## config.mk

```make
export PLATFORM = sky130hd
export DESIGN_NAME = uart_rx_param
export DESIGN_NICKNAME = d
export VERILOG_FILES = /design/src/rtl/uart_rx_param.sv
export SDC_FILE = /design/constraint.sdc
export NUM_CORES = 1
export LEC_CHECK = 0
export ABC_AREA = 1
export ABC_CLOCK_PERIOD_IN_PS = 3600
export CORE_ASPECT_RATIO = 1.5
export CORE_MARGIN = 2
export CORE_UTILIZATION = 61
export DETAILED_ROUTE_END_ITERATION = 10
export PLACE_DENSITY_LB_ADDON = 0.2
export SLEW_MARGIN = 20
export SYNTH_ARGS = -nofsm -noshare
export SYNTH_HDL_FRONTEND = slang
export SYNTH_SLANG_ARGS = --single-unit
```

## constraint.sdc

```tcl
create_clock -name Bclk -period 3.6 [get_ports Bclk]
set_input_delay 0.9 -clock Bclk [delete_from_list [all_inputs] [get_ports Bclk]]
set_output_delay 0.9 -clock Bclk [all_outputs]
set_load 0.03 [all_outputs]
```

## src/rtl/uart_rx_param.sv

```systemverilog
// Parametrised UART receiver: configurable data width, parity and stop bits,
// 3-sample majority vote at bit centre, parity/framing/break status per word.
//
// state    | meaning
// S_IDLE   | line idle, waiting for rx_s low
// S_START  | validating start bit at half-bit point
// S_DATA   | sampling data bits LSB first
// S_PARITY | sampling parity bit
// S_STOP   | sampling stop bit(s), publishing the word on the last one
// S_BRK    | framing error seen, waiting for line to return high
module uart_rx_param #(
    parameter int OVERSAMPLE = 16,
    parameter int DATA_BITS  = 8,
    parameter int PARITY     = 0,
    parameter int STOP_BITS  = 1
) (
    input  logic                 Bclk,
    input  logic                 reset_n,
    input  logic                 rx_data,
    output logic                 rx_valid,
    output logic [DATA_BITS-1:0] data_out,
    output logic                 parity_err,
    output logic                 frame_err,
    output logic                 break_det,
    output logic                 busy
);
    localparam int SW = $clog2(OVERSAMPLE);
    localparam int BW = $clog2(DATA_BITS + 1);
    localparam logic [SW-1:0] C_HALF    = SW'(OVERSAMPLE / 2 - 1);
    localparam logic [SW-1:0] C_FULL    = SW'(OVERSAMPLE - 1);
    localparam logic [BW-1:0] LAST_DATA = BW'(DATA_BITS - 1);
    localparam logic [BW-1:0] LAST_STOP = BW'(STOP_BITS - 1);

    typedef enum logic [2:0] {
        S_IDLE,
        S_START,
        S_DATA,
        S_PARITY,
        S_STOP,
        S_BRK
    } state_t;

    state_t               state_q, state_d;
    logic                 sync1_q, sync1_d;
    logic                 rx_s_q, rx_s_d;
    logic [1:0]           hist_q, hist_d;
    logic [SW-1:0]        sample_cnt_q, sample_cnt_d;
    logic [BW-1:0]        bit_cnt_q, bit_cnt_d;
    logic [DATA_BITS-1:0] shreg_q, shreg_d;
    logic                 par_bit_q, par_bit_d;
    logic                 par_acc_q, par_acc_d;
    logic                 fe_acc_q, fe_acc_d;
    logic                 rx_valid_q, rx_valid_d;
    logic [DATA_BITS-1:0] data_out_q, data_out_d;
    logic                 parity_err_q, parity_err_d;
    logic                 frame_err_q, frame_err_d;
    logic                 break_det_q, break_det_d;
    logic                 busy_q, busy_d;

    logic                 vote;
    logic                 at_dec;
    logic                 fe_now;

    // hist_q holds rx_s from the two edges before the decision edge
    assign vote   = (hist_q[1] & hist_q[0]) | (hist_q[1] & rx_s_q) | (hist_q[0] & rx_s_q);
    assign at_dec = (sample_cnt_q == ((state_q == S_START) ? C_HALF : C_FULL));

    always_comb begin
        sync1_d      = rx_data;
        rx_s_d       = sync1_q;
        hist_d       = {hist_q[0], rx_s_q};
        state_d      = state_q;
        sample_cnt_d = sample_cnt_q + 1'b1;
        bit_cnt_d    = bit_cnt_q;
        shreg_d      = shreg_q;
        par_bit_d    = par_bit_q;
        par_acc_d    = par_acc_q;
        fe_acc_d     = fe_acc_q;
        rx_valid_d   = 1'b0;
        data_out_d   = data_out_q;
        parity_err_d = parity_err_q;
        frame_err_d  = frame_err_q;
        break_det_d  = break_det_q;
        fe_now       = fe_acc_q;

        case (state_q)
            S_IDLE: begin
                sample_cnt_d = '0;
                if (!rx_s_q) begin
                    state_d   = S_START;
                    bit_cnt_d = '0;
                    par_bit_d = 1'b0;
                    par_acc_d = 1'b0;
                    fe_acc_d  = 1'b0;
                end
            end
            S_START: begin
                if (at_dec) begin
                    sample_cnt_d = '0;
                    state_d      = vote ? S_IDLE : S_DATA;
                end
            end
            S_DATA: begin
                if (at_dec) begin
                    sample_cnt_d = '0;
                    shreg_d      = {vote, shreg_q[DATA_BITS-1:1]};
                    if (bit_cnt_q == LAST_DATA) begin
                        bit_cnt_d = '0;
                        state_d   = (PARITY != 0) ? S_PARITY : S_STOP;
                    end else begin
                        bit_cnt_d = bit_cnt_q + 1'b1;
                    end
                end
            end
            S_PARITY: begin
                if (at_dec) begin
                    sample_cnt_d = '0;
                    par_bit_d    = vote;
                    par_acc_d    = ((^shreg_q) ^ vote) != (PARITY == 1);
                    state_d      = S_STOP;
                end
            end
            S_STOP: begin
                if (at_dec) begin
                    sample_cnt_d = '0;
                    fe_now       = fe_acc_q | ~vote;
                    fe_acc_d     = fe_now;
                    if (bit_cnt_q == LAST_STOP) begin
                        rx_valid_d   = 1'b1;
                        data_out_d   = shreg_q;
                        parity_err_d = par_acc_q;
                        frame_err_d  = fe_now;
                        break_det_d  = fe_now && (shreg_q == '0) && !par_bit_q;
                        state_d      = fe_now ? S_BRK : S_IDLE;
                    end else begin
                        bit_cnt_d = bit_cnt_q + 1'b1;
                    end
                end
            end
            S_BRK: begin
                sample_cnt_d = '0;
                if (rx_s_q) state_d = S_IDLE;
            end
            default: state_d = S_IDLE;
        endcase

        busy_d = (state_d != S_IDLE);
    end

    always_ff @(posedge Bclk or negedge reset_n) begin
        if (!reset_n) begin
            state_q      <= S_IDLE;
            sync1_q      <= 1'b1;
            rx_s_q       <= 1'b1;
            hist_q       <= 2'b11;
            sample_cnt_q <= '0;
            bit_cnt_q    <= '0;
            shreg_q      <= '0;
            par_bit_q    <= 1'b0;
            par_acc_q    <= 1'b0;
            fe_acc_q     <= 1'b0;
            rx_valid_q   <= 1'b0;
            data_out_q   <= '0;
            parity_err_q <= 1'b0;
            frame_err_q  <= 1'b0;
            break_det_q  <= 1'b0;
            busy_q       <= 1'b0;
        end else begin
            state_q      <= state_d;
            sync1_q      <= sync1_d;
            rx_s_q       <= rx_s_d;
            hist_q       <= hist_d;
            sample_cnt_q <= sample_cnt_d;
            bit_cnt_q    <= bit_cnt_d;
            shreg_q      <= shreg_d;
            par_bit_q    <= par_bit_d;
            par_acc_q    <= par_acc_d;
            fe_acc_q     <= fe_acc_d;
            rx_valid_q   <= rx_valid_d;
            data_out_q   <= data_out_d;
            parity_err_q <= parity_err_d;
            frame_err_q  <= frame_err_d;
            break_det_q  <= break_det_d;
            busy_q       <= busy_d;
        end
    end

    assign rx_valid   = rx_valid_q;
    assign data_out   = data_out_q;
    assign parity_err = parity_err_q;
    assign frame_err  = frame_err_q;
    assign break_det  = break_det_q;
    assign busy       = busy_q;

endmodule

```

* Yosys cells after proc, flatten, opt, wreduce, memory -nomap -nowiden
Index checks and enable logic that the tools add are counted.
** Word-level totals
- Logic and storage cells :: 86
- Input port bits :: 3
- Memories :: 0
- Memory bits (read-only) :: 0
- Latch bits :: 0
- Register bits after elaboration :: 39
- Memory bits (writable) :: 0
** Cells by class
- Reduce and logical (&&, ||, !) cells :: 18
- Div/mod/pow operators :: 0
- $add $sub $neg :: 2
- Equal/unequal tests :: 12
- Bitwise operators :: 8
- Shifts and indexed selects :: 0
- Muxes and demuxes :: 30
- $mul :: 0
- Order comparisons :: 0
** Operator list (number)
- two-way mux 4 bit :: 7
- two-way mux 3 bit :: 9
- case mux 3 bit (6 select lines) :: 1
- case mux 4 bit (3 select lines) :: 1
- != test 2 bit (second input constant) :: 5
- AND reduction 3 bit :: 3
- adder 4 x 1 -> 4 bit (second input constant) :: 2
- zero test 8 bit :: 1
- case mux 4 bit (2 select lines) :: 1
- XOR reduction 8 bit :: 1
- two-way mux 1 bit :: 7
- == test 3 x 2 -> 1 bit (second input constant) :: 2
- == test 3 bit (second input constant) :: 2
- case mux 1 bit (2 select lines) :: 3
- nonzero test 3 bit :: 2
- AND reduction 5 bit :: 1
- == test 4 x 3 -> 1 bit (second input constant) :: 1
- == test 4 bit :: 1
- zero test 4 bit :: 1
- nonzero test 2 bit :: 2
- OR reduction 4 bit :: 1
- bitwise AND 1 bit :: 3
- == test 3 x 1 -> 1 bit (second input constant) :: 1
- zero test 3 bit :: 1
- other kinds (8) :: 11

* Longest topological paths before layout
Gate-level depths: netlist (run 1).
- Word-level depth :: 10
- Gate-level depth with buffers :: 11

* Least setup slack after synthesis (run 1)
No wires, ideal clock.
- Kind :: register -> register
- From :: register bit_cnt_q[0]
- To :: register data_out_q[6] (netlist: data_out[6])
- Clock period less this slack :: 1.430 ns
- Data required time :: 3.482 ns
- Slack :: 2.170 ns
- Cell stages (with the launch flop) :: 11
- Buffers on the path :: 1
- Data arrival time :: 1.312 ns
- Cells stage by stage :: dfrtp_1 inv_1 ha_1 nand2_1 nor2_1 nand2_2 nor2_4 inv_2 buf_6 nand2_2 o21ai_2
** On the way
- Word-level cells in the longest chain between the ends :: 2
** Ends and longest elaborated chain
- start: declaration :: RTL line 48 : logic [BW-1:0] bit_cnt_q, bit_cnt_d;
- start signal: assignment :: RTL line 174 : bit_cnt_q <= bit_cnt_d;
- zero test 4 bit :: RTL line 128 : if (bit_cnt_q == LAST_STOP) begin
- AND reduction 3 bit (no source line)
- end signal: assignment :: RTL line 180 : data_out_q <= data_out_d;
- end: declaration :: RTL line 54 : logic [DATA_BITS-1:0] data_out_q, data_out_d;
No other way between the ends.
A chain may end at the register's enable or synchronous reset.

* Worst setup path after layout (run 1)
- From :: register break_det_q (netlist: break_det)
- To :: output port break_det
** RTL lines
- start: declaration :: RTL line 57 : logic break_det_q, break_det_d;
- start signal: assignment :: RTL line 183 : break_det_q <= break_det_d;
- end: declaration :: RTL line 24 : output logic break_det,
No word-level cell between the ends.

==> run summary, run 1 <==
Via density -> 5.31
CTS resizes -> 0
DP HPWL -> 2650 µm
Worst Hold End -> rx_s_q$_DFF_PN1_
Clock Pin Slew Worst Setup and Hold Paths -> 0.07 ns
Post-Syn Instances -> 221
Power per Cell Area -> 597 mW/mm²
Initial DRC Count -> 48
Avg Cell Area, Syn -> 9.02 µm²
CP Launch Type -> register
CP max FO -> 2
Most frequent cells in the layout -> 49 x nand2_1, 35 x dfrtp_1, 25 x inv_1, 18 x nor2_1, 14 x clkdlybuf4s50_1
Yosys reg bits -> 39
Crit path max-delay family -> buffers and inverters
Status -> finished clean
Htree depth -> 2
Setup slack, reg-to-reg -> 1.88 ns
Routed WL -> 3570 µm
Total internal power -> 0.823 mW
Slew of the pin with the lowest slew margin -> 0.836 ns
Final setup viols -> 0
Max-slew violation count -> 0
Vias in the first global route -> 1457
CTS sink count -> 39
Reg2reg start -> bit_cnt_q[0]$_DFFE_PN0P_
Critical path buffer and inverter count -> 1
DR DRC count -> 0
Row cnt -> 25
Worst hold start -> rx_s_d$_DFF_PN1_
GRT overflow -> 0
Dpl cells -> 273
WHS Path Cells -> 0
Slowest-stage cell, CP -> clkdlybuf4s50_1
Final period utilization -> 62.1%
Grt met2 use -> 41.8%
Reg2Reg Depth -> 9
MaxCap Viol Count -> 0
Final WS setup -> 1.37 ns
YS warnings -> 0
Worst-path cell chain -> clkdlybuf4s50_1
Met3 Use GR -> 5.42%
Non-Filler Instances -> 281
Critical Path AT -> 1.33 ns
Synth-to-Final Area Change -> 12.2%
Commonest non-fill, non-tap cell in the layout -> nand2_1
Die area -> 0.00375 mm²
Crit path kind -> reg2out
Clock power frac -> 20.9%
Period minus WS final -> 2.23 ns
Clk_lat worst skew -> 0.29 ns
Met1 GRT Util -> 23.1%
Post-CTS setup buffers -> 0
Chip Width -> 50.7 µm
First-pass GRT wire length -> 6240 µm
Initial antenna violation count -> 0
Design area -> 0.00224 mm²
Antenna-violating nets left -> 0
Antenna diode count -> 0
WL per Instance -> 12.7 µm
Sequential Power Share -> 44.0%
Pin count of the biggest net entering global routing -> 40
Clock Skew -> 0.00464 ns
Max IR drop VDD -> 570 µV
Worst path max stage delay -> 0.67 ns
Final Hold Viols -> 0
CP required -> 2.70 ns
Seq/Total Area, Yosys -> 49.2%
Leak Pwr -> 1.06 nW
Hold_buf cts -> 0
Num CTS Buffers -> 5
Pre-CTS WS -> 1.68 ns
Starting density of the core -> 63.8%
Root buffer cell -> clkbuf_8
Max Freq -> 448 MHz
Core ar. -> 0.00313 mm²
Post-Syn Nets -> 231
Synth Cell Area -> 0.00199 mm²
Slew HR -> 44.3%
Sw frac -> 38.3%
Net count, final -> 250
Placed cell areas -> 0.00216 mm²
Port-buffer cells -> 15
Share of cells above drive strength 1 -> 21.6%
Post-route setup TNS -> 0 ns
Unrepaired setup endpoints after global routing -> no
DIE HEIGHT -> 74.0 µm
CP Capture Type -> output port
Boundary Pins -> 16
TritonCTS clock tree -> yes
Total global-route track usage -> 22.7%
Worst min path class -> reg2reg
DR pass1 iterations -> 4
Via count -> 1493
Gr busiest metal -> met2
CTS Buffer Depth -> 2
Worst r2r dst -> data_out[5]$_DFFE_PN0P_
Routability cong. -> 0.931
Post-synth cell types -> 25
Psw -> 0.512 mW
Combinational power share -> 35.1%
-- stage by stage --
stage          util, %  power (mW)  hold WS (ns)
3_5_place_dp      68.9        1.07         0.349
3_3_place_gp      68.9        1.05         0.348
4_1_cts           71.5        1.35         0.360
6_report          71.5        1.34         0.358
2_1_floorplan        -       0.961         0.345
5_1_grt           71.5        1.45         0.366
-- power by group through the flow --
stage                     sequential [mW]  combinational (mW)  clock, mW
final                               0.587               0.469      0.279
after global routing                0.596               0.548      0.305
after CTS                           0.587               0.478      0.287
after detailed placement            0.595               0.473          0
after global placement              0.591               0.457          0
after floorplan                     0.579               0.382          0
-- area by class of cell --
cell class	count	area [µm²]
multi-input combinational	149	866
clock inverter	1	5.00
clock buffer	7	76.3
fill	257	891
tap	40	50.0
inverter	30	114
timing repair buffer	15	145
sequential	39	981
-- worst max path at each step --
| stage | start | end | slack (ns) | depth (start not counted) |
|---|---|---|---|---|
| global placement | break_det$_DFFE_PN0P_ | break_det | 1.70 | 1 |
| CTS | break_det$_DFFE_PN0P_ | break_det | 1.36 | 1 |
| finish | break_det$_DFFE_PN0P_ | break_det | 1.37 | 1 |
| global route | break_det$_DFFE_PN0P_ | break_det | 1.31 | 1 |
| detailed placement | break_det$_DFFE_PN0P_ | break_det | 1.68 | 1 |
| floorplan | bit_cnt_q[0]$_DFFE_PN0P_ | data_out[6]$_DFFE_PN0P_ | 2.17 | 10 |
-- cells by family after synthesis --
family,share of synthesized area [%]
AO/OA/AOI/OAI,10.6
adder cells (fa/ha/maj),4.39
AND/OR/NAND/NOR,25.8
buffers and inverters,7.40
flip-flops,49.2
XOR/XNOR,2.63
-- sequential cells by signal, indices dropped and copies added (netlist names) --
register	cells
rx_s_q	1
parity_err	1
par_acc_q	1
rx_s_d	1
sample_cnt_q	4
state_q	3
busy	1
rx_valid	1
bit_cnt_q	4
hist_q	2
data_out	8
par_bit_q	1
shreg_q	8
frame_err	1
fe_acc_q	1
break_det	1
-- synthesized netlist by cell type --
| library cell | number | share of area (%) |
|---|---|---|
| nand2_1 | 49 | 9.2 |
| dfrtp_1 | 35 | 44 |
| inv_1 | 25 | 4.7 |
| nor2_1 | 18 | 3.4 |
| nand2_2 | 13 | 4.1 |
| nand3_1 | 12 | 3.0 |
| o21ai_2 | 12 | 5.3 |
| o21ai_0 | 11 | 2.8 |
| ha_1 | 7 | 4.4 |
| a21oi_1 | 6 | 1.5 |
| dfstp_2 | 4 | 5.3 |
| inv_2 | 4 | 0.75 |
| xnor2_1 | 4 | 1.8 |
| buf_6 | 3 | 1.7 |
| nor2_4 | 3 | 1.7 |
| nand2_4 | 2 | 1.1 |
| nand4_1 | 2 | 0.63 |
| nand4_2 | 2 | 1.3 |
| nor2_2 | 2 | 0.63 |
| xor2_1 | 2 | 0.88 |
| a21oi_4 | 1 | 0.82 |
| clkinv_2 | 1 | 0.25 |
| nand3_2 | 1 | 0.50 |
| nor3_1 | 1 | 0.25 |
| o21ai_1 | 1 | 0.25 |
-- per-layer routing --
layer / share of wire, % / wire (µm)
met1: 38 / 1340
met2: 56 / 2000
met3: 3.4 / 120
met4: 2.9 / 102
met5: 0 / 0
(Power assumes the default switching activity.)
==> run 2, diff against run 1 <==
- ABC_CLOCK_PERIOD_IN_PS: 3600 -> 1900
- CORE_UTILIZATION: 61 -> 52
- clock period: 3.6 -> 1.9 ns (I/O delays scaled with it)
==> run 2 against run 1 <==
Net effect: worst setup slack worse by 1.3 ns; cell count is 2.1% higher; sequential cell count stayed put; clock-buffer cell count is 1 higher; global-route usage is 2.9 points lower; clock power is 110% higher; via count is 2.5% lower; sequential share of layout area is 1.1 points lower; worst hold slack worse by 0.23 ns; critical path type unchanged.
==> run summary, run 2 (synthesized netlist as in run 1, its figures left out) <==
Chip Width -> 54.6 µm
Fillers -> 331
Via count -> 1456
Initial DRC Count -> 23
Period minus WS final -> 1.81 ns
Total global-route track usage -> 19.8%
Leak Pwr -> 1.09 nW
Row cnt -> 27
Clock Skew -> 0.00867 ns
Most frequent cells in the layout -> 49 x nand2_1, 35 x dfrtp_1, 25 x inv_1, 18 x nor2_1, 14 x clkdlybuf4s50_1
Slew of the pin with the lowest slew margin -> 0.500 ns
Clk_lat worst skew -> 0.29 ns
Antenna-violating nets left -> 0
Root buffer cell -> clkbuf_8
Power per Cell Area -> 1140 mW/mm²
Final WS setup -> 0.0928 ns
Max Freq -> 553 MHz
Core ar. -> 0.00368 mm²
Via density -> 5.07
Slew HR -> 66.7%
Share of cells above drive strength 1 -> 23.0%
Post-CTS setup buffers -> 0
DR DRC count -> 0
Dpl cells -> 279
Starting density of the core -> 54.2%
Routed WL -> 3440 µm
First-pass GRT wire length -> 6140 µm
Boundary Pins -> 16
Critical Path AT -> 1.33 ns
WL per Instance -> 12.0 µm
Final period utilization -> 95.1%
CP Capture Type -> output port
Port-buffer cells -> 15
MaxCap Viol Count -> 0
TritonCTS clock tree -> yes
Hold Slack -> 0.132 ns
Num CTS Buffers -> 5
Hold_buf cts -> 0
Unrepaired setup endpoints after global routing -> no
Synth-to-Final Area Change -> 15.1%
Routability cong. -> 0.926
CP Launch Type -> register
Critical path buffer and inverter count -> 1
CP max FO -> 2
Crit path kind -> reg2out
CP required -> 1.42 ns
Pin count of the biggest net entering global routing -> 21
DR pass1 iterations -> 4
Commonest non-fill, non-tap cell in the layout -> nand2_1
GRT overflow -> 0
DIE HEIGHT -> 79.9 µm
CTS Buffer Depth -> 2
CTS resizes -> 0
Status -> finished clean
Max-slew violation count -> 0
Die area -> 0.00436 mm²
Max IR drop VDD -> 814 µV
Antenna diode count -> 0
Net count, final -> 253
Worst path max stage delay -> 0.67 ns
Final Hold Viols -> 0
Crit path max-delay family -> buffers and inverters
DP HPWL -> 2740 µm
Final setup viols -> 0
Worst min path class -> in2async
Clock Pin Slew Worst Setup and Hold Paths -> 0.07 ns
Post-route setup TNS -> 0 ns
Worst-path cell chain -> clkdlybuf4s50_1
Non-Filler Instances -> 287
Slowest-stage cell, CP -> clkdlybuf4s50_1
CTS sink count -> 39
Initial antenna violation count -> 0
Pre-CTS WS -> 0.204 ns
Vias in the first global route -> 1452
Htree depth -> 2
==> run 2: cell types whose count changed in the layout (fill, tap and decap cells not counted), sizes merged <==
cell | previous run | this run
clkbuf | 7 | 8
clkinv | 2 | 1
buf | 1 | 4
==> run 2: layer usage <==
metal / vias to the layer above / wire (µm) / track usage [%]
li1: 742 / - / -
met1: 675 / 1320 / 21.1
met2: 27 / 1880 / 33.7
met3: 12 / 102 / 5.06
met4: 0 / 144 / 11.5
met5: - / 0 / 0
==> run 2: report_power, final <==
| group | leakage, nW | switching (mW) | internal (mW) |
|---|---|---|---|
| Combinational | 0.529 | 0.577 | 0.326 |
| Clock | 0.0515 | 0.265 | 0.331 |
| Sequential | 0.505 | 0.117 | 0.989 |
==> run 2: worst paths after layout <==
check	start	end	slack, ns	cells past startpoint
max in group asynchronous	reset_n	rx_s_q$_DFF_PN1_	1.22	2
setup / recovery	data_out[5]$_DFFE_PN0P_	data_out[5]	0.09	1
setup reg to reg	bit_cnt_q[0]$_DFFE_PN0P_	parity_err$_DFFE_PN0P_	0.21	9
hold / removal	reset_n	parity_err$_DFFE_PN0P_	0.13	1
min in group Bclk	rx_s_d$_DFF_PN1_	rx_s_q$_DFF_PN1_	0.36	0
hold reg to reg	rx_s_d$_DFF_PN1_	rx_s_q$_DFF_PN1_	0.36	0
==> run 2: final cells by class <==
class / instances / area [µm²] / share of cell area (%)
flip-flops and latches: 39 / 981 / 42.7
multi-input cells: 149 / 866 / 37.7
repair buffers: 18 / 180 / 7.85
inverters: 30 / 114 / 4.96
clock buffers: 8 / 100 / 4.36
well taps: 43 / 53.8 / 2.34
==> run 2: stage by stage <==
step                utilization, %  power, mW  cell area (µm²)
detailed placement            59.6       2.04             2190
global route                  62.3       2.84             2290
finish                        62.3       2.60             2290
floorplan                        -       1.82             1990
global placement              59.6       2.01             2190
CTS                           62.3       2.64             2290
==> run 3, diff against run 2 <==
- ABC_AREA: 1 -> default
- CORE_UTILIZATION: 52 -> 35
==> run 3 against run 2 <==
Net effect: fmax down 2.7%; worst setup slack worse by 0.050 ns; clock skew down 0.0029 ns; worst hold slack better by 0.090 ns; register-to-register slack worse by 0.17 ns; total power down 2.6%; largest power group unchanged.
==> run summary, run 3 <==
Dpl cells -> 266
Initial antenna violation count -> 0
Final setup viols -> 0
DIE HEIGHT -> 93.4 µm
Antenna diode count -> 0
Synth-to-Final Area Change -> 26.9%
CP Launch Type -> register
Sw frac -> 30.5%
Port-buffer cells -> 15
Routed WL -> 3550 µm
Post-Syn Instances -> 172
Psw -> 0.775 mW
Antenna-violating nets left -> 0
Ys async rst share -> 100%
Final period utilization -> 97.7%
DP HPWL -> 2620 µm
Max IR drop VDD -> 585 µV
Core ar. -> 0.00512 mm²
Seq/Total Area, Yosys -> 52.7%
Synth Cell Area -> 0.00186 mm²
Post-synth top flop -> dfrtp_1
Post-synth cell types -> 46
Crit path kind -> reg2reg
Boundary Pins -> 16
Total global-route track usage -> 13.2%
Share of cells above drive strength 1 -> 27.8%
Final WS setup -> 0.0433 ns
Most frequent cells in the layout -> 35 x dfrtp_1, 19 x inv_1, 19 x buf_4, 16 x nand2_1, 14 x clkdlybuf4s50_1
DR DRC count -> 0
Vias in the first global route -> 1370
Avg Cell Area, Syn -> 10.8 µm²
CTS Buffer Depth -> 2
Top-count cell post-synth -> dfrtp_1
Fillers -> 521
Synth area leader -> dfrtp_1
Via count -> 1351
Unrepaired setup endpoints after global routing -> yes
Setup slack, reg-to-reg -> 0.04 ns
Via density -> 4.88
DR pass1 iterations -> 4
Pin count of the biggest net entering global routing -> 40
Dominant cells by area after synthesis -> dfrtp_1 47%, dfstp_2 5.6%, mux2_2 5.4%
Combinational power share -> 32.3%
MaxCap Viol Count -> 0
Clock Pin Slew Worst Setup and Hold Paths -> 0.08 ns
Routability cong. -> 0.784
YS warnings -> 0
Slew of the pin with the lowest slew margin -> 0.473 ns
Starting density of the core -> 36.4%
Slew HR -> 68.4%
Sequential Power Share -> 39.6%
Power per Cell Area -> 1070 mW/mm²
GRT overflow -> 0
Row cnt -> 32
Worst min path class -> in2async
Root buffer cell -> clkbuf_8
CP required -> 2.11 ns
Htree depth -> 2
First-pass GRT wire length -> 6200 µm
Chip Width -> 63.6 µm
CP Capture Type -> register
Top cell type's share of synthesized area -> 47.0%
Period minus WS final -> 1.86 ns
WL per Instance -> 12.8 µm
Final Hold Viols -> 0
Non-Filler Instances -> 277
Post-synth EDFFs -> 0
Tot Pwr -> 2.54 mW
CP max FO -> 6
Commonest non-fill, non-tap cell in the layout -> dfrtp_1
Yosys reg bits -> 39
TritonCTS clock tree -> yes
Initial DRC Count -> 46
Max Freq -> 539 MHz
Status -> finished clean
Post-Syn Nets -> 182
Leak Pwr -> 1.04 nW
Max-slew violation count -> 0
Num CTS Buffers -> 5
Clock Skew -> 0.00580 ns
Finished Core Util -> 46.1%
Hold Slack -> 0.222 ns
Top cells by count, synth -> 35 x dfrtp_1, 19 x inv_1, 16 x nand2_1
Clock power frac -> 28.1%
Total internal power -> 1.76 mW
CTS sink count -> 39
Clk_lat worst skew -> 0.29 ns
Pre-CTS WS -> -0.0459 ns
Net count, final -> 218
Die area -> 0.00593 mm²
Critical Path AT -> 2.07 ns
run 3: timing repair:
item,CTS,global route
setup endpoints to repair,1,5
resized for setup,2,3
pin swaps,1,1
hold buffers,0,0
buffers inserted,1,2
cloned,0,0
run 3: final timing paths:
| path | cells past startpoint | from | to |
|---|---|---|---|
| hold reg to reg | 0 | rx_s_d$_DFF_PN1_ | rx_s_q$_DFF_PN1_ |
| min in group Bclk | 0 | rx_s_d$_DFF_PN1_ | rx_s_q$_DFF_PN1_ |
| setup reg to reg | 6 | sample_cnt_q[1]$_DFF_PN0_ | bit_cnt_q[3]$_DFFE_PN0P_ |
| setup / recovery | 6 | sample_cnt_q[1]$_DFF_PN0_ | bit_cnt_q[3]$_DFFE_PN0P_ |
| max in group asynchronous | 2 | reset_n | hist_q[0]$_DFF_PN1_ |
| hold / removal | 2 | reset_n | state_q[0]$_DFF_PN0_ |
run 3: stage by stage:
step                      area (µm²)  setup TNS [ns]
after floorplan                 1870          -0.108
after global placement          2200               0
after detailed placement        2200         -0.0459
after CTS                       2330               0
after global routing            2360         -0.0771
final                           2360               0
run 3: cells by family (layout without fill, tap and decap cells):
| family | after synthesis | after routing | share of synthesized area, % |
|---|---|---|---|
| XOR/XNOR | 8 | 8 | 3.76 |
| adder cells (fa/ha/maj) | 8 | 8 | 5.24 |
| AO/OA/AOI/OAI | 30 | 30 | 10.9 |
| AND/OR/NAND/NOR | 52 | 52 | 15.3 |
| flip-flops | 39 | 39 | 52.7 |
| buffers and inverters | 25 | 62 | 6.11 |
| multiplexers | 10 | 10 | 5.98 |
run 3: final cells by class:
class	count	area [µm²]	share of cell area, %
clock buffer	6	82.6	3.49
clock inverter	2	35.0	1.48
inverter	19	71.3	3.02
multi-input combinational	108	801	33.9
sequential	39	981	41.5
tap	68	85.1	3.60
timing repair buffer	35	308	13.0
run 3: power by group through the flow:
stage / Sequential [mW] / Combinational (mW) / Clock [mW]
6_report: 1.01 / 0.820 / 0.713
5_1_grt: 1.02 / 0.907 / 0.780
4_1_cts: 0.997 / 0.776 / 0.741
3_5_place_dp: 1.01 / 0.747 / 0
3_3_place_gp: 1.00 / 0.725 / 0
2_1_floorplan: 1.02 / 0.462 / 0
run 3: critical path, cell delays in order (launching register included):
cell	delay [ns]
dfrtp_1	0.41
ha_4	0.17
and3_4	0.23
a21boi_2	0.07
or3_4	0.40
or4_4	0.43
o211ai_2	0.08
run 3: layer usage:
metal  up-vias  track usage (%)  share of wire (%)
li1        655                -                  -
met1       667             14.7                 40
met2        22             24.3                 55
met3         7             2.89                3.0
met4         0             4.89                1.8
met5         -                0                  0
